`src/rtl/flash_led_gen.sv`:
```
// Multi-mode LED flasher with a step counter shown on a multiplexed 4-digit seven-segment display.
// Define FLASH_LED_GEN_BCD_EN to count steps in BCD (0000..9999) instead of 16-bit binary.
module flash_led_gen #(
    parameter int LED_WIDTH         = 16,
    parameter int CYCLES_PER_SECOND = 100_000_000,
    parameter int SCAN_CYCLES       = 100_000
) (
    input  logic                 clk,
    input  logic                 rst,
    input  logic                 dir,
    input  logic [1:0]           mode,
    input  logic [1:0]           speed,
    input  logic                 pause,
    output logic [LED_WIDTH-1:0] led,
    output logic [3:0]           an,
    output logic [6:0]           seven_segment
);

    localparam int TICK_W = $clog2(CYCLES_PER_SECOND + 1);
    localparam int SCAN_W = $clog2(SCAN_CYCLES + 1);

    typedef enum logic [1:0] {
        MODE_ROTATE = 2'd0,
        MODE_BOUNCE = 2'd1,
        MODE_FILL   = 2'd2,
        MODE_BLINK  = 2'd3
    } mode_t;

    mode_t                mode_q, mode_nxt;
    logic [TICK_W-1:0]    tick_cnt, tick_term;
    logic                 step;
    logic [LED_WIDTH-1:0] led_nxt;
    logic                 bounce_up, bounce_nxt;
    logic                 fill_q, fill_nxt;
    logic [15:0]          step_cnt, cnt_nxt;
    logic [SCAN_W-1:0]    scan_cnt;
    logic [1:0]           digit;
    logic [3:0]           nibble;
`ifdef FLASH_LED_GEN_BCD_EN
    logic                 carry;
`endif

    // Comparing with >= lets a speed change to a shorter period wrap immediately.
    always_comb begin
        tick_term = TICK_W'((CYCLES_PER_SECOND >> speed) - 1);
        step      = !pause && (tick_cnt >= tick_term);
    end

    always_comb begin
        led_nxt    = led;
        mode_nxt   = mode_q;
        bounce_nxt = bounce_up;
        fill_nxt   = fill_q;
        if (step) begin
            if (mode_t'(mode) != mode_q) begin
                mode_nxt = mode_t'(mode);
                case (mode_t'(mode))
                    MODE_ROTATE: led_nxt = LED_WIDTH'(1);
                    MODE_BOUNCE: begin
                        led_nxt    = LED_WIDTH'(1);
                        bounce_nxt = 1'b1;
                    end
                    MODE_FILL: begin
                        led_nxt  = '0;
                        fill_nxt = 1'b1;
                    end
                    MODE_BLINK:  led_nxt = '1;
                endcase
            end else begin
                case (mode_q)
                    MODE_ROTATE: led_nxt = dir ? {led[0], led[LED_WIDTH-1:1]}
                                               : {led[LED_WIDTH-2:0], led[LED_WIDTH-1]};
                    MODE_BOUNCE: begin
                        if (bounce_up) begin
                            led_nxt = led << 1;
                            if (led[LED_WIDTH-2]) bounce_nxt = 1'b0;
                        end else begin
                            led_nxt = led >> 1;
                            if (led[1]) bounce_nxt = 1'b1;
                        end
                    end
                    MODE_FILL: begin
                        led_nxt = dir ? {fill_q, led[LED_WIDTH-1:1]}
                                      : {led[LED_WIDTH-2:0], fill_q};
                        if (led_nxt == '1)      fill_nxt = 1'b0;
                        else if (led_nxt == '0) fill_nxt = 1'b1;
                    end
                    MODE_BLINK:  led_nxt = ~led;
                endcase
            end
        end
    end

    always_comb begin
        cnt_nxt = step_cnt;
`ifdef FLASH_LED_GEN_BCD_EN
        carry = 1'b1;
        for (int unsigned i = 0; i < 4; i++) begin
            if (carry) begin
                if (step_cnt[4*i +: 4] == 4'd9) begin
                    cnt_nxt[4*i +: 4] = 4'd0;
                end else begin
                    cnt_nxt[4*i +: 4] = step_cnt[4*i +: 4] + 4'd1;
                    carry             = 1'b0;
                end
            end
        end
`else
        cnt_nxt = step_cnt + 16'd1;
`endif
    end

    always_ff @(posedge clk) begin
        if (rst) begin
            tick_cnt  <= '0;
            mode_q    <= MODE_ROTATE;
            led       <= LED_WIDTH'(1);
            bounce_up <= 1'b1;
            fill_q    <= 1'b1;
            step_cnt  <= '0;
        end else begin
            if (!pause) tick_cnt <= step ? '0 : tick_cnt + 1'b1;
            mode_q    <= mode_nxt;
            led       <= led_nxt;
            bounce_up <= bounce_nxt;
            fill_q    <= fill_nxt;
            if (step) step_cnt <= cnt_nxt;
        end
    end

    always_comb begin
        case (digit)
            2'd0:    nibble = step_cnt[3:0];
            2'd1:    nibble = step_cnt[7:4];
            2'd2:    nibble = step_cnt[11:8];
            default: nibble = step_cnt[15:12];
        endcase
    end

    function automatic logic [6:0] glyph(input logic [3:0] v);
        case (v)
            4'h0: glyph = 7'b1000000;
            4'h1: glyph = 7'b1111001;
            4'h2: glyph = 7'b0100100;
            4'h3: glyph = 7'b0110000;
            4'h4: glyph = 7'b0011001;
            4'h5: glyph = 7'b0010010;
            4'h6: glyph = 7'b0000010;
            4'h7: glyph = 7'b1111000;
            4'h8: glyph = 7'b0000000;
            4'h9: glyph = 7'b0010000;
            4'hA: glyph = 7'b0001000;
            4'hB: glyph = 7'b0000011;
            4'hC: glyph = 7'b1000110;
            4'hD: glyph = 7'b0100001;
            4'hE: glyph = 7'b0000110;
            default: glyph = 7'b0001110;
        endcase
    endfunction

    always_ff @(posedge clk) begin
        if (rst) begin
            scan_cnt      <= '0;
            digit         <= '0;
            an            <= 4'b1110;
            seven_segment <= 7'b1000000;
        end else begin
            an            <= ~(4'b0001 << digit);
            seven_segment <= glyph(nibble);
            if (scan_cnt == SCAN_W'(SCAN_CYCLES - 1)) begin
                scan_cnt <= '0;
                digit    <= digit + 2'd1;
            end else begin
                scan_cnt <= scan_cnt + 1'b1;
            end
        end
    end

endmodule
```
`config.mk`:
```
export PLATFORM = sky130hd
export DESIGN_NAME = flash_led_gen
export DESIGN_NICKNAME = d
export VERILOG_FILES = /design/src/rtl/flash_led_gen.sv
export SDC_FILE = /design/constraint.sdc
export NUM_CORES = 1
export LEC_CHECK = 0
export ABC_AREA = 1
export CAP_MARGIN = 20
export CORE_MARGIN = 5
export CORE_UTILIZATION = 61
export CTS_CLUSTER_SIZE = 16
export DETAILED_ROUTE_END_ITERATION = 8
export PLACE_DENSITY_LB_ADDON = 0.25
export SLEW_MARGIN = 30
export SYNTH_ARGS = -nofsm -noshare
export SYNTH_HDL_FRONTEND = slang
export SYNTH_SLANG_ARGS = --single-unit
```
`constraint.sdc`:
```
create_clock -name clk -period 3.5 [get_ports clk]
set_clock_uncertainty 0.2 [all_clocks]
set_input_delay 0.7 -clock clk [delete_from_list [all_inputs] [get_ports clk]]
set_output_delay 0.7 -clock clk [all_outputs]
set_load 0.005 [all_outputs]
```
Yosys cells after proc, flatten, opt, wreduce, memory -nomap -nowiden
Memory sizes are Yosys's and may differ from the RTL's. A register that Yosys moved wholly into a read port is not among the register bits.
Index checks and enable logic that the tools add are counted.
{ "classes": {"bitwise_logic": 2, "n_eq_ne": 13, "n_reduce_logical": 14, "add_sub_neg": 5, "order_cmp": 1, "n_shift": 2, "mux": 19} }
{ "ops": {"columns": ["cell", "n"], "rows": [
  ["2-to-1 mux 16 bit", 4],
  ["one-hot mux 16 bit (4 select lines)", 1],
  ["one-hot mux 16 bit (3 select lines)", 1],
  ["adder 27 x 1 -> 27 bit, second input constant", 1],
  ["greater-or-equal comparator 27 bit", 1],
  ["2-to-1 mux 27 bit", 1],
  ["right shift 27 x 2 -> 27 bit, first input constant", 1],
  ["subtractor 27 x 2 -> 27 bit, second input constant", 1],
  ["adder 17 x 1 -> 17 bit, second input constant", 1],
  ["== test 17 bit, second input constant", 1],
  ["adder 16 x 1 -> 16 bit, second input constant", 1],
  ["== test 16 bit, second input constant", 1],
  ["zero test 16 bit", 1],
  ["NOT 16 bit", 1],
  ["one-hot mux 4 bit (3 select lines)", 1],
  ["2-to-1 mux 1 bit", 11],
  ["== test 2 bit, second input constant", 5],
  ["== test 2 x 1 -> 1 bit, second input constant", 3],
  ["zero test 2 bit", 3],
  ["!= test 2 x 1 -> 1 bit, second input constant", 2],
  ["NOT 4 bit", 1],
  ["AND reduction 4 bit", 1],
  ["nonzero test 2 bit", 2],
  ["OR reduction 2 bit", 2],
  ["other kinds (8)", 8]
]} }
{ "totals": {"output_inout_bits": 27, "inputBits": 8, "rom_bits": 112, "mem_count": 1, "register_bits": 86} }
{ "mem_list": {"columns": ["memory", "depth", "width", "read_ports", "rd_clocked_by_memory_dff", "write_ports", "line_no", "rtl"], "rows": [
  ["(name not given)", 16, 7, 1, 1, 0, "141", "case (v)"]
]} }

Logic depth before layout (Yosys ltp)
Gate-level depths: netlist (run 1).
{ "logic_depth": {"word_depth": 6, "depth_mapped": 18, "mapped_depth_nobuf": 17} }

Least setup slack after synthesis (run 1)
Ideal clock, no wire load.
{ "synth_timing": {"kind": "input -> register", "start": "input speed[1]", "end": "register mode_q[0]", "setup_slack_ns": 0.800, "arrival_ns": 2.386, "setup_time_ns": 0.113, "required_time_ns": 3.187, "path_buffers": 1, "cell_stages": 16, "cell_sequence": "inv_1 nor2_1 inv_1 ha_1 ha_1 nand2_1 inv_1 o21ai_0 nand3_1 nand2_1 nand3_2 nand2_4 inv_6 buf_6 o21ai_1 nor2_1"} }
{ "synth_between": {"elab_chain_len": 5} }
{ "synth_rtl": {"columns": ["item", "line_no", "rtl"], "rows": [
  ["start, declared", "12", "input logic [1:0] speed,"],
  ["right shift 27 x 2 -> 27 bit", "45", "tick_term = TICK_W'((CYCLES_PER_SECOND >> speed) - 1);"],
  ["subtractor 27 x 2 -> 27 bit", "45", null],
  ["greater-or-equal comparator 27 bit", "46", "step = !pause && (tick_cnt >= tick_term);"],
  ["logical AND 1 bit", "46", null],
  ["AND reduction 2 bit (no line)", null, null],
  ["end signal, assigned", "123", "mode_q <= mode_nxt;"],
  ["end, declared", "29", "mode_t mode_q, mode_nxt;"]
]} }
No other way between the ends.
A chain may end at the register's enable or synchronous reset.

Worst setup path in the final report (run 1)
{ "layout_timing": {"start": "input speed[1]", "end": "register led[13]"} }
{ "layout_between": {"elab_chain_len": 4} }
{ "layout_rtl": {"columns": ["item", "line_no", "rtl"], "rows": [
  ["right shift 27 x 2 -> 27 bit", "45", null],
  ["subtractor 27 x 2 -> 27 bit", "45", null],
  ["greater-or-equal comparator 27 bit", "46", null],
  ["logical AND 1 bit", "46", null],
  ["end signal, assigned", "124", "led <= led_nxt;"],
  ["end, declared", "14", "output logic [LED_WIDTH-1:0] led,"]
]} }
No other way between the ends.

==> results of run 1 <==
## routing by layer
metal	vias to the layer above	track usage	part of all wire	routed length, microns
met5	-	0	0	0
met4	0	0.0803	0.015	212
met3	18	0.0344	0.060	850
met2	166	0.358	0.44	6190
met1	2719	0.319	0.49	6890
li1	3151	-	-	-
## synth_stat cells
library cell	instances	area, sq um
a211oi_1	1	7.51
clkbuf_1	8	30.0
a21oi_1	64	320
a21o_1	2	15.0
inv_2	2	7.51
nand4_2	1	12.5
o211ai_1	4	30.0
nor3_4	3	48.8
inv_6	2	17.5
inv_1	103	387
nand2_2	3	18.8
conb_1	2	7.51
buf_6	7	78.8
a31oi_1	1	6.26
o21ai_1	4	20.0
nor3_1	15	75.1
o22ai_2	1	12.5
nand2_1	279	1050
buf_4	3	22.5
xor2_1	23	201
nand3_1	38	190
xnor2_1	10	87.6
nor2_4	2	22.5
dfxtp_1	93	1860
o22ai_1	6	37.5
a21oi_2	1	8.76
o211a_1	1	10.0
clkinv_1	1	3.75
nor2_1	146	548
o21ai_0	47	235
nand3_2	4	40.0
nor4_1	3	18.8
nor3b_1	3	22.5
nor2_2	3	18.8
or2_2	3	18.8
nand2_4	1	11.3
nand4_1	10	62.6
o221ai_1	13	114
nor3_2	2	20.0
ha_1	36	450
o2111ai_1	2	17.5
buf_2	15	75.1
## power breakdown
group	internal [uW]	switching, uW	leakage [uW]	total [uW]
clock network	414	366	0.000108	781
registers	1060	4.14	0.000750	1070
logic	49.4	86.8	0.00207	136
## sequential cells by signal, indices dropped and copies added, names as in the netlist
register,count
step_cnt,16
bounce_up,1
scan_cnt,17
mode_q,2
tick_cnt,27
an,4
seven_segment,7
digit,2
fill_q,1
led,16
## worst reg2reg max path: cells and delay by family (launching register included)
kind | cells | cell delay [ps]
buffers and inverters | 3 | 390
flip-flops | 1 | 390
adder cells (fa/ha/maj) | 2 | 510
AO/OA/AOI/OAI | 4 | 710
AND/OR/NAND/NOR | 2 | 170
## metrics by stage
stage,area (sq um),std cells,power [uW],hold WS [ps]
after floorplan,6240,969,1190,218
after global placement,6640,1116,1220,229
after detailed placement,6640,1116,1230,237
after CTS,6850,1130,1990,254
after global routing,6850,1130,2060,269
final,6850,1130,1980,248
## final cells by class
type	count	area, sq um
flip-flops and latches	93	1860
fillers	935	3290
well taps	136	170
clock inverters	4	73.8
repair buffers	44	428
multi-input cells	735	3760
clock buffers	10	138
inverters	108	415
## final timing paths
path,start,to,depth (start not counted)
worst min-delay path,scan_cnt[0],scan_cnt[0],1
worst max register to register,digit[0],seven_segment[3],11
worst max-delay path,speed[1],led[13],16
worst min register to register,scan_cnt[0],scan_cnt[0],1
## logic make-up after synthesis
group           after synthesis  synth area share
fa+ha+maj                    36            0.0722
simple gates                516             0.349
compound gates              147             0.134
other cells                   2           0.00120
flops                        93             0.298
buf+inv                     141            0.0996
xor+xnor                     33            0.0463
==> reports/metrics.yaml, run 1 <==
crit_path_start_kind: "input port"
critical_path.endpoint_type: "flip-flop"
cts_root_buf: "clkbuf_8"
count_of_final_hold_check_violations: 0
drt-pass1-iter-count: 7
drv_slew: 0
critical_path_buf_inv_count: 4
gp_congestion: 0.936
clk_pin_slew_ps: 90
placeableCoreArea_sq_um: 10100
rsz0062_at_grt: "no"
die_height_microns: 111
die-width_microns: 111
netlist_instances: 968
postCtsSetupBuffers: 0
grt_max_degree: 53
hold_class: "reg2reg"
number_of_buffers_created_by_cts: 9
max-cap-violations: 0
detail_route.iter0.violations: 472
relative_slew_slack: 0.533
sequential_share_of_the_synthesized_area: 0.298
critical_path_required_ps: 3560
crit_path_top_delay_cell: "clkdlybuf4s50_1"
grt_first_pass_wirelength_microns: 24300
synthesis.area_sq_um: 6240
cts.hold.buffers_added: 0
place.detailed.hpwl_microns: 10100
setup_viol: 0
tritoncts: "yes"
vias: 6054
syn_warnings: 0
achievable-frequency_mhz: 323
antenna_left: 0
cp.arrival_ps: 3160
routed_wl_microns: 14100
num_rows: 37
antenna_found_initial: 0
design.final.nets: 1035
pwr_per_cell_area_nw_per_um2: 290
avgRoutedWirePerCell_microns: 12.5
pin_slew_with_the_least_headroom_to_its_limit_ps: 699
io_pins: 35
place.port_buffers: 34
placement.setup.worst_slack_ps: 61.1
post-route-worst-setup-slack_ps: 404
final_period_minus_worst_setup_slack_ps: 3100
cell_chain_of_the_critical_path: "clkdlybuf4s50_1, buf_4, nor2_1, inv_1, ha_1, nand2_1, nor2_1, nand4_1, nor2_1, nand2_1, nand3_2, nand2_4, inv_6, nand2_1, nand2_1, nor2_1"
ir_drop_mv: 0.305
clock_tree.htree_level_count: 3
cts_buffer_depth: 2
track_usage: 0.228
cpLargestDelayFamily: "simple AND/OR/NAND/NOR gates"
crit_path_max_incr_delay_ps: 420
most_common_cell_after_layout_fill_and_taps_aside: "nand2_1"
num_antenna_cells: 0
timing.setup.critical_path_class: "in2reg"
fraction_of_final_layout_cells_sized_beyond_drive_strength_1: 0.0523
layout_worst_path_cycle_share: 0.885
worst-r2r-setup-slack_ps: 1010
most-common-layout-cells: "nand2_1, nor2_1, inv_1, dfxtp_1, a21oi_1"
power_leakage_uw: 0.00293
yosys_cell_types: 42
area.growth.synth_to_final_pct: 9.72
die_area_sq_um: 12400
outcome: "finished, final reports clean"
clk_latency_ps: 360
syn_area_per_cell_sq_um: 6.45
clock_sinks: 93
critPathMaxFanout: 52
finish.utilization: 0.675
totalNegativeSetupSlack_ps: 0
drc: 0
synthesis_stage_register_bit_count: 93
initial_core_util: 0.616
cts_repair_resize_count: 0
grt_overflow: 0
avgViaCountPerCell: 5.36
first_global_vias: 5374
Power figures use the tool's default switching activity.
==> inputs of run 2 (changes only) <==
Settings changed: SETUP_SLACK_MARGIN from default to 0.1.
==> results of run 2 <==
The final DEF is identical to that of run 1; final timing and power are the same.
==> inputs of run 3 (changes only) <==
Settings changed: SETUP_SLACK_MARGIN 0.1 to default.
==> results of run 3 <==
The final DEF is identical to that of run 1; final timing and power are the same.
